$ cat src/rtl/ft245_pkg.sv
// Shared constants for the FT245 device model: bus width, error flag indices
// and the LFSR seed/taps used by the optional stall emulation.
package ft245_pkg;

  localparam int FT_DATA_W = 8;

  localparam int ERR_UNDERRUN   = 0;
  localparam int ERR_OVERRUN    = 1;
  localparam int ERR_CONTENTION = 2;

  // Right-shifting Galois form of x^8+x^6+x^5+x^4+1
  localparam logic [7:0] LFSR_SEED = 8'hA5;
  localparam logic [7:0] LFSR_TAPS = 8'hB8;

endpackage

$ cat src/rtl/ft245_device_if.sv
// FT245 synchronous FIFO bus between the FPGA-side master and the device model.
// The device uses the slave modport, the FPGA side (or a bench) the master modport.
interface ft245_device_if;
  import ft245_pkg::*;

  logic [FT_DATA_W-1:0] ft_bus_in;
  logic [FT_DATA_W-1:0] ft_bus_out;
  logic                 ft_bus_oe;
  logic                 ft_rxf_n;
  logic                 ft_txe_n;
  logic                 ft_rd_n;
  logic                 ft_wr_n;
  logic                 ft_oe_n;
  logic                 ft_siwu_n;

  modport slave (
    input  ft_bus_in, ft_rd_n, ft_wr_n, ft_oe_n, ft_siwu_n,
    output ft_bus_out, ft_bus_oe, ft_rxf_n, ft_txe_n
  );

  modport master (
    output ft_bus_in, ft_rd_n, ft_wr_n, ft_oe_n, ft_siwu_n,
    input  ft_bus_out, ft_bus_oe, ft_rxf_n, ft_txe_n
  );

endinterface

$ cat src/rtl/ft245_dev_fifo.sv
// First-word-fall-through synchronous FIFO with async active-high reset.
// Pointers carry one extra MSB so full and empty are distinguishable.
module ft245_dev_fifo #(
  parameter int DEPTH_LOG2 = 4,
  parameter int WIDTH      = 8
) (
  input  logic                  clk,
  input  logic                  rst,
  input  logic                  push,
  input  logic [WIDTH-1:0]      push_data,
  input  logic                  pop,
  output logic [WIDTH-1:0]      head_data,
  output logic                  full,
  output logic                  empty,
  output logic [DEPTH_LOG2:0]   count
);

  localparam logic [DEPTH_LOG2:0] FULL_COUNT = {1'b1, {DEPTH_LOG2{1'b0}}};

  logic [WIDTH-1:0]    mem [2**DEPTH_LOG2];
  logic [DEPTH_LOG2:0] wr_ptr;
  logic [DEPTH_LOG2:0] rd_ptr;
  logic                do_push;
  logic                do_pop;

  assign count     = wr_ptr - rd_ptr;
  assign full      = (count == FULL_COUNT);
  assign empty     = (count == '0);
  assign do_push   = push & ~full;
  assign do_pop    = pop & ~empty;
  assign head_data = mem[rd_ptr[DEPTH_LOG2-1:0]];

  always_ff @(posedge clk or posedge rst) begin
    if (rst) begin
      wr_ptr <= '0;
      rd_ptr <= '0;
    end else begin
      if (do_push) wr_ptr <= wr_ptr + 1'b1;
      if (do_pop)  rd_ptr <= rd_ptr + 1'b1;
    end
  end

  // Storage needs no reset: occupancy alone decides what is visible
  always_ff @(posedge clk) begin
    if (do_push) mem[wr_ptr[DEPTH_LOG2-1:0]] <= push_data;
  end

endmodule

$ cat src/rtl/ft245_device.sv
// FTDI-side model of the synchronous FT245 FIFO interface with host byte streams.
// Define FT245_DEVICE_STALL_EN to add LFSR-driven pseudo-random RXF#/TXE# stalls.
module ft245_device
  import ft245_pkg::*;
#(
  parameter int DEPTH_LOG2 = 4
) (
  input  logic                 ft_clkout,
  input  logic                 rst,
  ft245_device_if.slave        ft,
  input  logic [FT_DATA_W-1:0] host_tx_data,
  input  logic                 host_tx_valid,
  output logic                 host_tx_ready,
  output logic [FT_DATA_W-1:0] host_rx_data,
  output logic                 host_rx_valid,
  input  logic                 host_rx_ready,
  output logic                 host_flush,
  output logic [2:0]           err_flags
);

  logic                 ready_q;
  logic                 siwu_q;
  logic                 stall;
  logic                 rxf_n;
  logic                 txe_n;
  logic                 rd_req;
  logic                 wr_req;
  logic                 ds_push, ds_pop, ds_full, ds_empty;
  logic                 us_push, us_pop, us_full, us_empty;
  logic [FT_DATA_W-1:0] ds_head, us_head;
  logic [DEPTH_LOG2:0]  ds_count, us_count;

  ft245_dev_fifo #(.DEPTH_LOG2(DEPTH_LOG2), .WIDTH(FT_DATA_W)) u_ds_fifo (
    .clk(ft_clkout), .rst(rst),
    .push(ds_push), .push_data(host_tx_data), .pop(ds_pop),
    .head_data(ds_head), .full(ds_full), .empty(ds_empty), .count(ds_count)
  );

  ft245_dev_fifo #(.DEPTH_LOG2(DEPTH_LOG2), .WIDTH(FT_DATA_W)) u_us_fifo (
    .clk(ft_clkout), .rst(rst),
    .push(us_push), .push_data(ft.ft_bus_in), .pop(us_pop),
    .head_data(us_head), .full(us_full), .empty(us_empty), .count(us_count)
  );

`ifdef FT245_DEVICE_STALL_EN
  logic [7:0] lfsr;

  always_ff @(posedge ft_clkout or posedge rst) begin
    if (rst) lfsr <= LFSR_SEED;
    else     lfsr <= {1'b0, lfsr[7:1]} ^ (lfsr[0] ? LFSR_TAPS : 8'h00);
  end

  assign stall = (lfsr[2:0] == 3'b000);
`else
  assign stall = 1'b0;
`endif

  // Flags stay deasserted until the first edge after reset release
  assign rxf_n = ~ready_q | ds_empty | stall;
  assign txe_n = ~ready_q | us_full | stall;

  assign ft.ft_rxf_n   = rxf_n;
  assign ft.ft_txe_n   = txe_n;
  assign ft.ft_bus_oe  = ~ft.ft_oe_n;
  assign ft.ft_bus_out = (ds_count != '0) ? ds_head : '0;

  assign rd_req  = ~ft.ft_rd_n & ~ft.ft_oe_n;
  assign wr_req  = ~ft.ft_wr_n;
  assign ds_pop  = rd_req & ~rxf_n;
  assign us_push = wr_req & ~txe_n;

  assign host_tx_ready = ready_q & ~ds_full;
  assign ds_push       = host_tx_valid & host_tx_ready;
  assign host_rx_valid = ~us_empty;
  assign host_rx_data  = (us_count != '0) ? us_head : '0;
  assign us_pop        = host_rx_valid & host_rx_ready;

  always_ff @(posedge ft_clkout or posedge rst) begin
    if (rst) begin
      ready_q    <= 1'b0;
      siwu_q     <= 1'b1;
      host_flush <= 1'b0;
    end else begin
      ready_q    <= 1'b1;
      siwu_q     <= ft.ft_siwu_n;
      host_flush <= siwu_q & ~ft.ft_siwu_n;
    end
  end

  always_ff @(posedge ft_clkout or posedge rst) begin
    if (rst) begin
      err_flags <= '0;
    end else begin
      if (rd_req & rxf_n)         err_flags[ERR_UNDERRUN]   <= 1'b1;
      if (wr_req & txe_n)         err_flags[ERR_OVERRUN]    <= 1'b1;
      if (~ft.ft_oe_n & wr_req)   err_flags[ERR_CONTENTION] <= 1'b1;
    end
  end

endmodule

$ cat src/flat_wrapper.sv
// flat-port wrapper written by rule: the top's interface ports become plain ports
module ft245_device_flat import ft245_pkg::*;
#(
  parameter int DEPTH_LOG2 = 4
)
  (ft_clkout, rst, host_tx_data, host_tx_valid, host_tx_ready, host_rx_data, host_rx_valid, host_rx_ready, host_flush, err_flags, ft_ft_bus_in, ft_ft_rd_n, ft_ft_wr_n, ft_ft_oe_n, ft_ft_siwu_n, ft_ft_bus_out, ft_ft_bus_oe, ft_ft_rxf_n, ft_ft_txe_n);
  ft245_device_if ft_i ();
  input  logic ft_clkout;
  input  logic rst;
  input  logic [FT_DATA_W-1:0] host_tx_data;
  input  logic host_tx_valid;
  output logic host_tx_ready;
  output logic [FT_DATA_W-1:0] host_rx_data;
  output logic host_rx_valid;
  input  logic host_rx_ready;
  output logic host_flush;
  output logic [2:0] err_flags;
  input wire logic [$bits(ft_i.ft_bus_in)-1:0] ft_ft_bus_in;
  input wire logic [$bits(ft_i.ft_rd_n)-1:0] ft_ft_rd_n;
  input wire logic [$bits(ft_i.ft_wr_n)-1:0] ft_ft_wr_n;
  input wire logic [$bits(ft_i.ft_oe_n)-1:0] ft_ft_oe_n;
  input wire logic [$bits(ft_i.ft_siwu_n)-1:0] ft_ft_siwu_n;
  output wire logic [$bits(ft_i.ft_bus_out)-1:0] ft_ft_bus_out;
  output wire logic [$bits(ft_i.ft_bus_oe)-1:0] ft_ft_bus_oe;
  output wire logic [$bits(ft_i.ft_rxf_n)-1:0] ft_ft_rxf_n;
  output wire logic [$bits(ft_i.ft_txe_n)-1:0] ft_ft_txe_n;
  assign ft_i.ft_bus_in = ft_ft_bus_in;
  assign ft_i.ft_rd_n = ft_ft_rd_n;
  assign ft_i.ft_wr_n = ft_ft_wr_n;
  assign ft_i.ft_oe_n = ft_ft_oe_n;
  assign ft_i.ft_siwu_n = ft_ft_siwu_n;
  assign ft_ft_bus_out = ft_i.ft_bus_out;
  assign ft_ft_bus_oe = ft_i.ft_bus_oe;
  assign ft_ft_rxf_n = ft_i.ft_rxf_n;
  assign ft_ft_txe_n = ft_i.ft_txe_n;
  ft245_device #(.DEPTH_LOG2(DEPTH_LOG2)) u_core (.ft_clkout(ft_clkout), .rst(rst), .ft(ft_i), .host_tx_data(host_tx_data), .host_tx_valid(host_tx_valid), .host_tx_ready(host_tx_ready), .host_rx_data(host_rx_data), .host_rx_valid(host_rx_valid), .host_rx_ready(host_rx_ready), .host_flush(host_flush), .err_flags(err_flags));
endmodule
$ cat config.mk
export PLATFORM = sky130hd
export DESIGN_NAME = ft245_device_flat
export DESIGN_NICKNAME = d
export VERILOG_FILES = /design/src/rtl/ft245_pkg.sv /design/src/rtl/ft245_device_if.sv /design/src/rtl/ft245_dev_fifo.sv /design/src/rtl/ft245_device.sv /design/src/flat_wrapper.sv
export SDC_FILE = /design/constraint.sdc
export NUM_CORES = 1
export LEC_CHECK = 0
export BUFFER_PORTS_ARGS = -buffer_cell sky130_fd_sc_hd__buf_2
export CORE_MARGIN = 4
export CORE_UTILIZATION = 55
export CTS_BUF_LIST = sky130_fd_sc_hd__clkbuf_16
export CTS_CLUSTER_SIZE = 10
export DETAILED_ROUTE_END_ITERATION = 16
export PLACE_DENSITY = 0.81
export SYNTH_ARGS = -nofsm -noshare
export SYNTH_HDL_FRONTEND = slang
export SYNTH_SLANG_ARGS = --single-unit
$ cat constraint.sdc
create_clock -name ft_clkout -period 3.25 [get_ports ft_clkout]
set_input_delay 0.65 -clock ft_clkout [delete_from_list [all_inputs] [get_ports ft_clkout]]
set_output_delay 0.65 -clock ft_clkout [all_outputs]
set_load 0.005 [all_outputs]
# After elaboration in Yosys (flattened, before gate mapping)
# Memories as Yosys holds them, arrays and structs flattened.
# Cells that the tools add are included.
dict set report op_classes {
  n_eq_ne 2
  n_shift 0
  add_sub_neg 6
  bitwise_logic 27
  muxes 6
  order_cmp 0
  n_mul 0
  n_div 0
  n_reduce_logical 4
}
# operator n
set ops {}
lappend ops {{$add A5 B1 Y5 const B} 4}
lappend ops {{$mux W8} 2}
lappend ops {{$and A1 B1 Y1} 14}
lappend ops {{$not A1 Y1} 11}
lappend ops {{$eq A5 B5 Y1 const B} 2}
lappend ops {{$logic_not A5 Y1} 2}
lappend ops {{$reduce_bool A5 Y1} 2}
lappend ops {{$sub A5 B5 Y5} 2}
lappend ops {{$mux W1} 4}
lappend ops {{$or A1 B1 Y1} 2}
dict set report word_totals {
  out_inout_bits 25
  ramBits 256
  mem_bits_ro 0
  wordCells 57
  mem_count 2
  reg_bits 26
  latch_bits 0
}
# name depth word_bits read_ports rd_clocked_by_memory_dff write_ports line_no
set memory_table {}
lappend memory_table {u_core.u_ds_fifo.mem 16 8 1 0 1 ft245_dev_fifo.sv:20} ;# logic [WIDTH-1:0] mem [2**DEPTH_LOG2];
lappend memory_table {u_core.u_us_fifo.mem 16 8 1 0 1 ft245_dev_fifo.sv:20}

# Logic depth before layout (Yosys ltp)
# Gate-level depths: netlist of the first run.
dict set report logic_depth {
  word_depth 8
  ltp_mapped 12
  mapped_depth_nobuf 9
}

# By module
# Synthesis of the first run repeated with hierarchy kept, for this count alone.
dict set report hier_totals {
  hier_cells 661
  area_unflattened_um2 11822.6
}
# module instances area_each_um2 seq_area_each_um2 cells_per_inst
set by_module_without_submodules {}
lappend by_module_without_submodules {{ft245_dev_fifo (u_core.u_us_fifo)} 1 5723.0 4093.9 310}
lappend by_module_without_submodules {{ft245_dev_fifo (u_core.u_ds_fifo)} 1 5686.7 4093.9 308}
lappend by_module_without_submodules {ft245_device 1 412.9 151.4 43}

# Worst setup path before layout of the first run
# OpenSTA, ideal clock, no wires.
dict set report synth_timing {
  path_kind {register to register}
  start {register u_core.u_ds_fifo.rd_ptr[2]}
  end {memory u_core.u_ds_fifo.mem[2][0] (enable)}
  t_required_ns 2.867
  slack_ns -0.106
  stages_incl_launch_ff 12
  arrival_time_ns 2.972
  path_cell_list {dfrtp_1 -> buf_2 -> buf_1 -> inv_2 -> ha_1 -> or2_2 -> o31a_1 -> xor2_1 -> o41a_1 -> buf_2 -> nand3_1 -> nor3_1}
}
dict set report synth_between {
  elab_chain_len 8
}
# element line_no
set synth_rtl {}
lappend synth_rtl {{from (decl)} ft245_dev_fifo.sv:22} ;# logic [DEPTH_LOG2:0] rd_ptr;
lappend synth_rtl {{from (signal assigned)} ft245_dev_fifo.sv:39} ;# if (do_pop) rd_ptr <= rd_ptr + 1'b1;
lappend synth_rtl {{$sub A5 B5 Y5} ft245_dev_fifo.sv:26} ;# assign count = wr_ptr - rd_ptr;
lappend synth_rtl {{$eq A5 B5 Y1} ft245_dev_fifo.sv:27} ;# assign full = (count == FULL_COUNT);
lappend synth_rtl {{$not A1 Y1} ft245_device.sv:72} ;# assign host_tx_ready = ready_q & ~ds_full;
lappend synth_rtl {{$and A1 B1 Y1} ft245_device.sv:72}
lappend synth_rtl {{via host_tx_ready} flat_wrapper.sv:12} ;# output logic host_tx_ready;
lappend synth_rtl {{$and A1 B1 Y1} ft245_device.sv:73} ;# assign ds_push = host_tx_valid & host_tx_ready;
lappend synth_rtl {{$and A1 B1 Y1} ft245_dev_fifo.sv:29} ;# assign do_push = push & ~full;
lappend synth_rtl {{$mux W1} ft245_dev_fifo.sv:45} ;# if (do_push) mem[wr_ptr[DEPTH_LOG2-1:0]] <= push_data;
lappend synth_rtl {{$mux W1 (implied by the code)} ft245_dev_fifo.sv:45}
lappend synth_rtl {{to (decl)} ft245_dev_fifo.sv:20}
# The timed path passes the listed nets, and every way through them passes these cells.

# Worst setup path in the final report of the first run
dict set report layout_timing {
  start {register u_core.u_us_fifo.wr_ptr[1]}
  end {output host_rx_data[5]}
}
dict set report layout_between {
  elab_chain_len 3
}
# element line_no
set layout_rtl {}
lappend layout_rtl {{from (decl)} ft245_dev_fifo.sv:21} ;# logic [DEPTH_LOG2:0] wr_ptr;
lappend layout_rtl {{from (signal assigned)} ft245_dev_fifo.sv:38} ;# if (do_push) wr_ptr <= wr_ptr + 1'b1;
lappend layout_rtl {{$sub A5 B5 Y5} ft245_dev_fifo.sv:26}
lappend layout_rtl {{$reduce_bool A5 Y1} ft245_device.sv:75} ;# assign host_rx_data = (us_count != '0) ? us_head : '0;
lappend layout_rtl {{$mux W8} ft245_device.sv:75}
lappend layout_rtl {{to (decl)} flat_wrapper.sv:13} ;# output logic [FT_DATA_W-1:0] host_rx_data;
# Every way passes these cells.

==> impl_metrics.tcl, run 1 <==
set metrics [dict create \
    worst_pin_slew_ns 1.20 \
    synth-adder-area-share_pct 1.95 \
    clkTransAtPathRegs_ns 0.06 \
    rrSetupSlack_ns 0.17 \
    syn-cell-area_um2 11500 \
    insertedDiodeCount 0 \
    port_buffers 48 \
    dr.pass1.iters 5 \
    layout_commonest_cell "edfxtp_1" \
    clock.fmax_mhz 303 \
    vias 6196 \
    switching_share_pct 32.0 \
    rsz0062_at_grt "yes" \
    synth-seq-area-share_pct 72.3 \
    seq_power_share_pct 36.6 \
    muxShareOfSynthArea_pct 14.2 \
    synth_top_family_by_area "multiplexers" \
    synth_enable_flop_cells 256 \
    clock-root-buffer "clkbuf_16" \
    fin_ws_ns -0.0470 \
    worstHoldStart "ft_ft_siwu_n" \
    die-height_um 153 \
    synthToLayoutAreaGrowth_pct 16.0 \
    finalNetCount 752 \
    holdBufCountCts 0 \
    syn_inst 619 \
    grt_pass1_vias 6386 \
    peakVddDrop_uv 554 \
    cts_buffers 34 \
    startpoint_type "flop" \
    layout_common_cells "256 x edfxtp_1, 64 x mux4_2, 49 x buf_2" \
    setup_viol 10 \
    cts_tree "built" \
    p_leak_nw 4.65 \
    antenna_found_initial 0 \
    path_class "flop to output port" \
    grt.overflow.total 0 \
    power.total_mw 12.2 \
    drive_gt1_share_pct 31.6 \
    finalHoldWorstSlack_ns 0.280 \
    postLayoutCellArea_um2 13400 \
    drv_cap 0 \
    wl_per_cell_um 24.9 \
    slew-limit-headroom_pct 19.4 \
    synthSimpleGateAreaFrac_pct 5.87 \
    violations "negative setup slack" \
    async_flop_share_pct 9.22 \
    outcome "complete, but fails checks" \
    place_congestion 0.840 \
    hold_viol 0 \
    dieArea_um2 23400 \
    power_density_nw_per_um2 911 \
    grt_max_degree 36 \
    clock_power_share_pct 26.6 \
    hold_path.class "primary input to flop" \
    dpl.cell_count 934 \
    min_to "u_core.siwu_q$_DFF_PP1_" \
    path_max_fanout 5 \
    post-place-ws_ns 0.245 \
    synth_warnings 0 \
    final_cells 994 \
    cp.arrival_ns 2.65 \
    clock_latency_ns 0.50 \
    routed_wl_um 24700 \
    die_w_um 153 \
    power.internal_mw 8.28 \
    ant_nets 0 \
    r2r_cells 8 \
    fp-row-count 52 \
    fin_crit_ns 3.30 \
    postSynthAreaPerCell_um2 18.6 \
    ys.flop_type "edfxtp_1" \
    hpwl_um 15200 \
    core_um2 20400 \
    period_share_pct 101 \
    synth.distinct_cells 47 \
    synth_xor_area_share_pct 1.82 \
    ys_ff_latch 282 \
    initial_core_util_pct 56.5 \
    crit-reg2reg-launch "u_core.u_us_fifo.rd_ptr[1]$_DFFE_PP0P_" \
    synth_compound_area_share_pct 2.18 \
    cts_max_level 2 \
    syn_nets 661 \
    end_kind "output port" \
    reg2reg_to "u_core.u_us_fifo.mem[0][3]$_DFFE_PP_" \
    grt_use_total_pct 20.5 \
    numClockSinks 282 \
    drc 0 \
    fin_worst_skew_ns 0.0235 \
    io_pins 49 \
    fill_cells 1281 \
    viasPerCell 6.23 \
    placed_area_um2 12200 \
    drt_first_iter_violations 678 \
    comb_power_share_pct 36.8 \
    cts_max_path_buffers 3 \
    drv_slew 0 \
    required_ns 2.60 \
    grt_pass1_wl_um 36900 \
    hold_depth 1 \
    power_switching_mw 3.91 \
]
## cells in the mapped netlist, types with 11 or more instances
cell,instances,area [um2]
ha_1,18,225
mux4_2,64,1440
mux2i_1,16,160
and3_1,20,125
a211oi_1,16,120
xnor2_1,15,131
nor2_1,28,105
clkbuf_1,11,41.3
edfxtp_1,256,7690
dfrtp_1,25,626
buf_2,12,60.1
nand2_1,38,143
## final cells by class
type	count	area (um2)	share of cell area, %
sequential	282	8340	62.4
clock buffer	35	876	6.55
clock inverter	15	81.3	0.608
tap	270	338	2.52
multi-input combinational	293	3150	23.6
timing repair buffer	85	531	3.96
inverter	14	57.6	0.430
## worst max-delay path, stage by stage, from the launching register on
cell and delay [ns]:
dfrtp_2 0.46, ha_4 0.30, nor2b_4 0.16, o211ai_1 0.19, and3_4 0.22, nor4_4 0.32
buf_4 0.18, buf_8 0.12, a211oi_2 0.04, buf_2 0.14
## per-layer routing
layer  GRT usage, %  wire (um)  vias up  part of all wire (%)
li1               -          -     2625                     -
met1           28.3       9640     3206                    39
met2           34.0      12500      310                    51
met3           4.38       2000       55                   8.1
met4           5.30        571        0                   2.3
met5              0          0        -                     0
## power groups by stage
stage / Sequential (mW) / Clock (mW) / Combinational [mW]
after detailed placement: 4.49 / 0 / 3.94
after global routing: 4.48 / 3.45 / 4.78
final: 4.46 / 3.24 / 4.48
after global placement: 4.47 / 0 / 3.79
after CTS: 4.44 / 3.28 / 4.04
after floorplan: 4.44 / 0 / 2.77
## kinds of logic after synthesis
group,Yosys count
flops,282
simple gates,135
mux,83
buf+inv,44
compound gates,32
xor+xnor,24
fa+ha+maj,18
other cells,1
## sequential cells by signal, summed over array words and instances (netlist names)
signal,count
u_core.u_ds_fifo.rd_ptr,5
u_core.err_flags,3
u_core.u_us_fifo.rd_ptr,5
u_core.u_us_fifo.mem,128
u_core.host_flush,1
u_core.u_ds_fifo.wr_ptr,5
u_core.ready_q,1
u_core.siwu_q,1
u_core.u_ds_fifo.mem,128
u_core.u_us_fifo.wr_ptr,5
## how the worst max path moves through the flow
stage / startpoint / end / slack (ns)
finish: u_core.u_us_fifo.wr_ptr[1]$_DFFE_PP0P_ / host_rx_data[5] / -0.05
global route: u_core.u_us_fifo.rd_ptr[1]$_DFFE_PP0P_ / ft_ft_txe_n / -0.14
CTS: u_core.u_us_fifo.wr_ptr[0]$_DFFE_PP0P_ / host_rx_data[6] / -0.007
detailed placement: u_core.u_us_fifo.wr_ptr[1]$_DFFE_PP0P_ / u_core.u_us_fifo.mem[2][3]$_DFFE_PP_ / 0.24
global placement: u_core.u_ds_fifo.wr_ptr[1]$_DFFE_PP0P_ / u_core.u_ds_fifo.mem[14][6]$_DFFE_PP_ / 0.37
floorplan: u_core.u_ds_fifo.rd_ptr[2]$_DFFE_PP0P_ / u_core.u_ds_fifo.mem[0][0]$_DFFE_PP_ / -0.10
## repair_timing
| action | 4_1_cts | 5_1_grt |
|---|---|---|
| endpoints found under the setup margin | 16 | 19 |
| hold endpoints to repair | 0 | 0 |
| gates resized for setup | 6 | 32 |
| buffers inserted | 1 | 8 |
| pin swaps | 0 | 9 |
| gates cloned | 0 | 1 |
## metrics by stage
| stage | TNS (ns) | utilization (%) |
|---|---|---|
| floorplan | -2.27 | - |
| global placement | 0 | 59.7 |
| detailed placement | 0 | 59.7 |
| CTS | -0.0148 | 64.5 |
| global route | -1.39 | 65.5 |
| finish | -0.347 | 65.5 |
(Power assumes the default switching activity.)
==> run 2, diff against run 1 <==
SYNTH_HIERARCHICAL = 1   (was not set)
==> run 2 against run 1 <==
  * The flow still finishes with violations (negative setup slack)
  * Combinational power rose by 29%
  * First-iteration DRC count rose by 34%
  * Global-route usage rose by 3.2 points
  * Final cell count rose by 8.5%
  * Utilization rose by 0.94 points
  * Die area rose by 2.4%
  * Sequential share of layout area fell by 2.8 points
  * Clock skew fell by 0.0033 ns
  * Largest power group unchanged
==> impl_metrics.tcl, run 2 <==
set metrics [dict create \
    fin_worst_skew_ns 0.0201 \
    fp-row-count 53 \
    clock_latency_ns 0.51 \
    vias 6822 \
    postSynthAreaPerCell_um2 17.9 \
    violations "negative setup slack" \
    grt_pass1_vias 7033 \
    grt_pass1_wl_um 42900 \
    dieArea_um2 23900 \
    grt_max_degree 36 \
    seq_power_share_pct 33.3 \
    power.total_mw 13.5 \
    layout_commonest_cell "edfxtp_1" \
    ys_ff_latch 282 \
    io_pins 49 \
    port_buffers 48 \
    dr.pass1.iters 6 \
    peakVddDrop_uv 466 \
    ant_nets 0 \
    initial_core_util_pct 56.1 \
    clock_power_share_pct 24.2 \
    cp.arrival_ns 2.68 \
    insertedDiodeCount 0 \
    die-height_um 155 \
    required_ns 2.60 \
    syn_nets 705 \
    synth.distinct_cells 49 \
    async_flop_share_pct 9.22 \
    path_max_fanout 3 \
    synth_top_cell_area_share_pct 65.0 \
    drv_cap 0 \
    yosysTopAreaCell "edfxtp_1" \
    synthToLayoutAreaGrowth_pct 18.5 \
    ys_top_cells_by_area "edfxtp_1 65%, mux4_2 12%, dfrtp_1 5.3%" \
    power.internal_mw 8.84 \
    path_class "flop to output port" \
    clock-root-buffer "clkbuf_16" \
    fin_crit_ns 3.33 \
    post-place-ws_ns -0.0304 \
    hold_path.class "primary input to async pin" \
    grt_use_total_pct 23.8 \
    finalNetCount 823 \
    die_w_um 155 \
    hold_viol 0 \
    rsz0062_at_grt "yes" \
    cts_buffers 34 \
    syn-cell-area_um2 11800 \
    end_kind "output port" \
    power_switching_mw 4.70 \
    slew-limit-headroom_pct 57.2 \
    comb_power_share_pct 42.5 \
    p_leak_nw 5.08 \
    worst_pin_slew_ns 0.636 \
    synthTopCellsByCount "256 x edfxtp_1, 70 x nand2_1, 64 x mux4_2" \
    layout_common_cells "256 x edfxtp_1, 70 x nand2_1, 64 x mux4_2" \
    postLayoutCellArea_um2 14000 \
    fill_cells 1312 \
    fin_ws_ns -0.0790 \
    wl_per_cell_um 26.3 \
    viasPerCell 6.33 \
    outcome "complete, but fails checks" \
    clkTransAtPathRegs_ns 0.05 \
    syn_inst 661 \
    grt.overflow.total 0 \
    final_util_pct 66.4 \
    synth.most_common_cell "edfxtp_1" \
    drv_slew 0 \
    power_density_nw_per_um2 967 \
    period_share_pct 102 \
    cts_max_level 2 \
    hpwl_um 17000 \
    drive_gt1_share_pct 36.6 \
    cts_tree "built" \
    holdBufCountCts 0 \
    synth-seq-area-share_pct 70.5 \
    synth_enable_flop_cells 256 \
    numClockSinks 282 \
    synth_warnings 6 \
    startpoint_type "flop" \
    switching_share_pct 34.7 \
    antenna_found_initial 0 \
    setup_viol 12 \
    cts_max_path_buffers 3 \
    place_congestion 0.923 \
    clock.fmax_mhz 300 \
    placed_area_um2 12500 \
    drc 0 \
    core_um2 21100 \
    drt_first_iter_violations 910 \
    routed_wl_um 28400 \
    ys.flop_type "edfxtp_1" \
]
[run 2: layout make-up]
class | count | area (um2) | area share [%]
Clock buffer | 34 | 851 | 6.07
Clock inverter | 26 | 120 | 0.857
Multi-Input combinational cell | 330 | 3520 | 25.1
Sequential cell | 282 | 8340 | 59.6
Tap cell | 275 | 344 | 2.46
Timing Repair Buffer | 108 | 748 | 5.34
Inverter | 23 | 86.3 | 0.616
[run 2: critical path, stage by stage (launching register included)]
cell and delay [ns]:
dfrtp_2 0.44, ha_4 0.17, inv_2 0.05, fa_2 0.46, nor3b_2 0.25, nand4b_1 0.26
a211oi_4 0.30, nor2b_1 0.09, buf_2 0.15
[run 2: metal layers]
layer	vias to the layer above	share of wire, %	global-route usage (%)
li1	2827	-	-
met1	3431	38	33.7
met2	479	48	37.4
met3	85	11	4.98
met4	0	3.3	7.91
met5	-	0	0
[run 2: logic make-up after synthesis]
logic type,count (synthesis),synth area share (%)
mux,68,12.6
compound gates,48,3.08
simple gates,170,7.75
fa+ha+maj,20,2.24
flops,282,70.5
xor+xnor,23,1.77
buf+inv,49,1.99
other cells,1,0.0317
[run 2: stage by stage]
stage          instances  TNS (ns)  hold slack, ns
2_1_floorplan        661     -1.73           0.440
3_3_place_gp         989         0           0.437
3_5_place_dp         989    -0.751           0.440
4_1_cts             1072   -0.0963          0.0710
5_1_grt             1078     -1.29           0.103
6_report            1078    -0.271          0.0830
[run 2: repair_timing]
item	CTS	global route
buffers inserted	23	6
setup endpoints to repair	82	179
gates resized for setup	29	64
pin swaps	14	18
[run 2: power groups by stage]
stage | sequential (mW) | combinational (mW) | clock, mW
after global routing | 4.52 | 6.07 | 3.50
after CTS | 4.48 | 5.12 | 3.33
after floorplan | 4.49 | 3.19 | 0
after detailed placement | 4.53 | 4.67 | 0
after global placement | 4.51 | 4.49 | 0
final | 4.50 | 5.76 | 3.28
[run 2: final timing paths]
check / cells after the start / slack, ns / end / from
max in group asynchronous: 2 / 2.75 / u_core/u_ds_fifo/wr_ptr[3]$_DFFE_PP0P_ / rst
worst max-delay path: 8 / -0.08 / host_tx_ready / u_core/u_ds_fifo/rd_ptr[0]$_DFFE_PP0P_
min in group ft_clkout: 1 / 0.26 / u_core/siwu_q$_DFF_PP1_ / ft_ft_siwu_n
worst max register to register: 11 / 0.05 / u_core/u_us_fifo/mem[5][6]$_DFFE_PP_ / u_core/u_us_fifo/wr_ptr[0]$_DFFE_PP0P_
worst min register to register: 1 / 0.46 / u_core/err_flags[0]$_DFFE_PP0P_ / u_core/err_flags[0]$_DFFE_PP0P_
worst min-delay path: 2 / 0.08 / u_core/ready_q$_DFF_PP0_ / rst
==> run 3, diff against run 2 <==
ABC_CLOCK_PERIOD_IN_PS = 3250   (was not set)
TNS_END_PERCENT = 50   (was not set)
==> run 3 against run 2 <==
  * The flow still finishes with violations (negative setup slack)
  * Routed wire length is 6.3% lower
  * First-iteration DRC count is 21% lower
  * Die area stayed put
  * Largest cell class unchanged
  * Sequential power hardly changed
  * Register-to-register slack hardly changed
  * Non-clock buffer count is 7 lower
  * Count of clock-buffer cells in the layout stayed put
  * Final cell count is 1.4% lower
  * Clock skew is 0.00069 ns lower
  * Final area is 0.88% lower
  * Highest routed layer unchanged
  * Maximum frequency is 1.7% higher
  * Critical path depth is 1 higher
  * Largest power group unchanged
==> impl_metrics.tcl, run 3 (same netlist as run 2, synthesis figures left out) <==
set metrics [dict create \
    rrSetupSlack_ns 0.06 \
    initial_core_util_pct 56.1 \
    grt_max_degree 36 \
    drive_gt1_share_pct 34.9 \
    grt.overflow.total 0 \
    outcome "complete, but fails checks" \
    rsz0062_at_grt "yes" \
    fin_worst_skew_ns 0.0194 \
    path_class "flop to output port" \
    fp-row-count 53 \
    power_density_nw_per_um2 952 \
    place_congestion 0.907 \
    layout_commonest_cell "edfxtp_1" \
    use_met1_pct 28.6 \
    vias 6624 \
    ant_nets 0 \
    setup_viol 1 \
    core_um2 21100 \
    path_max_fanout 3 \
    end_kind "output port" \
    p_leak_nw 5.01 \
    io_pins 49 \
    cp_common_cell "buf_6" \
    cp.arrival_ns 2.62 \
    hold_path.class "primary input to async pin" \
    power.total_mw 13.2 \
    die_w_um 155 \
    crit_chain "ha_4 -> inv_2 -> fa_2 -> nor3b_1 -> and4b_4 -> o22a_4 -> nand2b_4 -> buf_6 -> buf_6" \
    postLayoutCellArea_um2 13900 \
    dr.pass1.iters 5 \
    antenna_found_initial 0 \
    hpwl_um 16800 \
    slowest_delay_ns 0.44 \
    layout_common_cells "256 x edfxtp_1, 70 x nand2_1, 64 x mux4_2" \
    finalNetCount 816 \
    grt_pass1_vias 6721 \
    clock-root-buffer "clkbuf_16" \
    peakVddDrop_uv 688 \
    port_buffers 48 \
    grt_pass1_wl_um 40200 \
    cts_tree "built" \
    fin_crit_ns 3.27 \
    drt_first_iter_violations 722 \
    grt_use_total_pct 22.3 \
    drc 0 \
    clock_latency_ns 0.51 \
    routed_wl_um 26600 \
    dieArea_um2 23900 \
    clock.fmax_mhz 305 \
    holdBufCountCts 0 \
    fin_ws_ns -0.0248 \
    violations "negative setup slack" \
    cts_buffers 34 \
    cts_max_path_buffers 3 \
    cts_max_level 2 \
    wl_per_cell_um 25.0 \
    crit_slowest_cell "fa_2" \
    viasPerCell 6.23 \
    hold_viol 0 \
    drv_cap 0 \
    die-height_um 155 \
    drv_slew 0 \
    use_met3_pct 4.09 \
    r2r_cells 12 \
    grt_use_met2_pct 39.1 \
    insertedDiodeCount 0 \
    crit-reg2reg-launch "u_core/u_us_fifo/wr_ptr[0]$_DFFE_PP0P_" \
    grt_busiest_layer "met2" \
    fill_cells 1361 \
    required_ns 2.60 \
    placed_area_um2 12600 \
    reg2reg_to "u_core/u_us_fifo/mem[7][7]$_DFFE_PP_" \
    clkTransAtPathRegs_ns 0.05 \
    startpoint_type "flop" \
    numClockSinks 282 \
    synthToLayoutAreaGrowth_pct 17.5 \
    period_share_pct 101 \
]
run 3: worst max-delay path: cells and delay by family (launching register included):
| family | cells | cell delay, ns |
|---|---|---|
| DFF | 1 | 0.43 |
| and+or+nand+nor | 3 | 0.70 |
| adders and majority gates | 2 | 0.61 |
| AOI/OAI and AO/OA | 1 | 0.14 |
| buffers and inverters | 3 | 0.23 |
run 3: layout make-up:
class | instances | area [um2] | area share (%)
Inverter | 23 | 90.1 | 0.649
Sequential cell | 282 | 8340 | 60.1
Clock buffer | 34 | 851 | 6.13
Timing Repair Buffer | 101 | 701 | 5.05
Multi-Input combinational cell | 330 | 3470 | 25.0
Clock inverter | 18 | 90.1 | 0.649
Tap cell | 275 | 344 | 2.48
run 3: what timing repair did:
item	4_1_cts	5_1_grt
buffers inserted	7	9
gates resized for setup	46	43
pin swaps	8	12
endpoints found under the setup margin	195	228
run 3: worst max path at each step:
stage | start | endpoint | depth (start not counted)
final | u_core/u_us_fifo/rd_ptr[0]$_DFFE_PP0P_ | ft_ft_txe_n | 9
after detailed placement | u_core/u_ds_fifo/wr_ptr[0]$_DFFE_PP0P_ | u_core/u_ds_fifo/mem[5][4]$_DFFE_PP_ | 12
after global routing | u_core/u_us_fifo/rd_ptr[0]$_DFFE_PP0P_ | ft_ft_txe_n | 9
after CTS | u_core/u_ds_fifo/wr_ptr[0]$_DFFE_PP0P_ | host_tx_ready | 9
after global placement | u_core/u_us_fifo/wr_ptr[0]$_DFFE_PP0P_ | u_core/u_us_fifo/mem[9][1]$_DFFE_PP_ | 11
after floorplan | u_core/u_us_fifo/rd_ptr[2]$_DFFE_PP0P_ | u_core/u_us_fifo/mem[3][0]$_DFFE_PP_ | 11
run 3: metrics by stage:
step / setup WS (ns) / instances / util, % / setup TNS, ns / hold slack, ns
3_3_place_gp: 0.0798 / 995 / 59.6 / 0 / 0.432
3_5_place_dp: -0.0623 / 995 / 59.6 / -5.02 / 0.439
5_1_grt: -0.124 / 1063 / 65.9 / -1.37 / 0.102
2_1_floorplan: -0.114 / 661 / - / -5.93 / 0.440
6_report: -0.0248 / 1063 / 65.9 / -0.0248 / 0.0759
4_1_cts: -0.0377 / 1054 / 65.0 / -0.0481 / 0.0736
run 3: layer usage:
layer | wire [um] | part of all wire [%] | vias to the layer above
met2 | 14000 | 53 | 380
met4 | 846 | 3.2 | 0
li1 | - | - | 2795
met3 | 1950 | 7.4 | 78
met1 | 9780 | 37 | 3371
met5 | 0 | 0 | -
run 3: power breakdown:
part	leakage (nW)	total, mW	switching (mW)	internal [mW]
sequential	2.60	4.49	0.198	4.30
combinational	1.90	5.51	2.98	2.53
clock	0.507	3.22	1.34	1.88
total	5.01	13.2	4.52	8.70
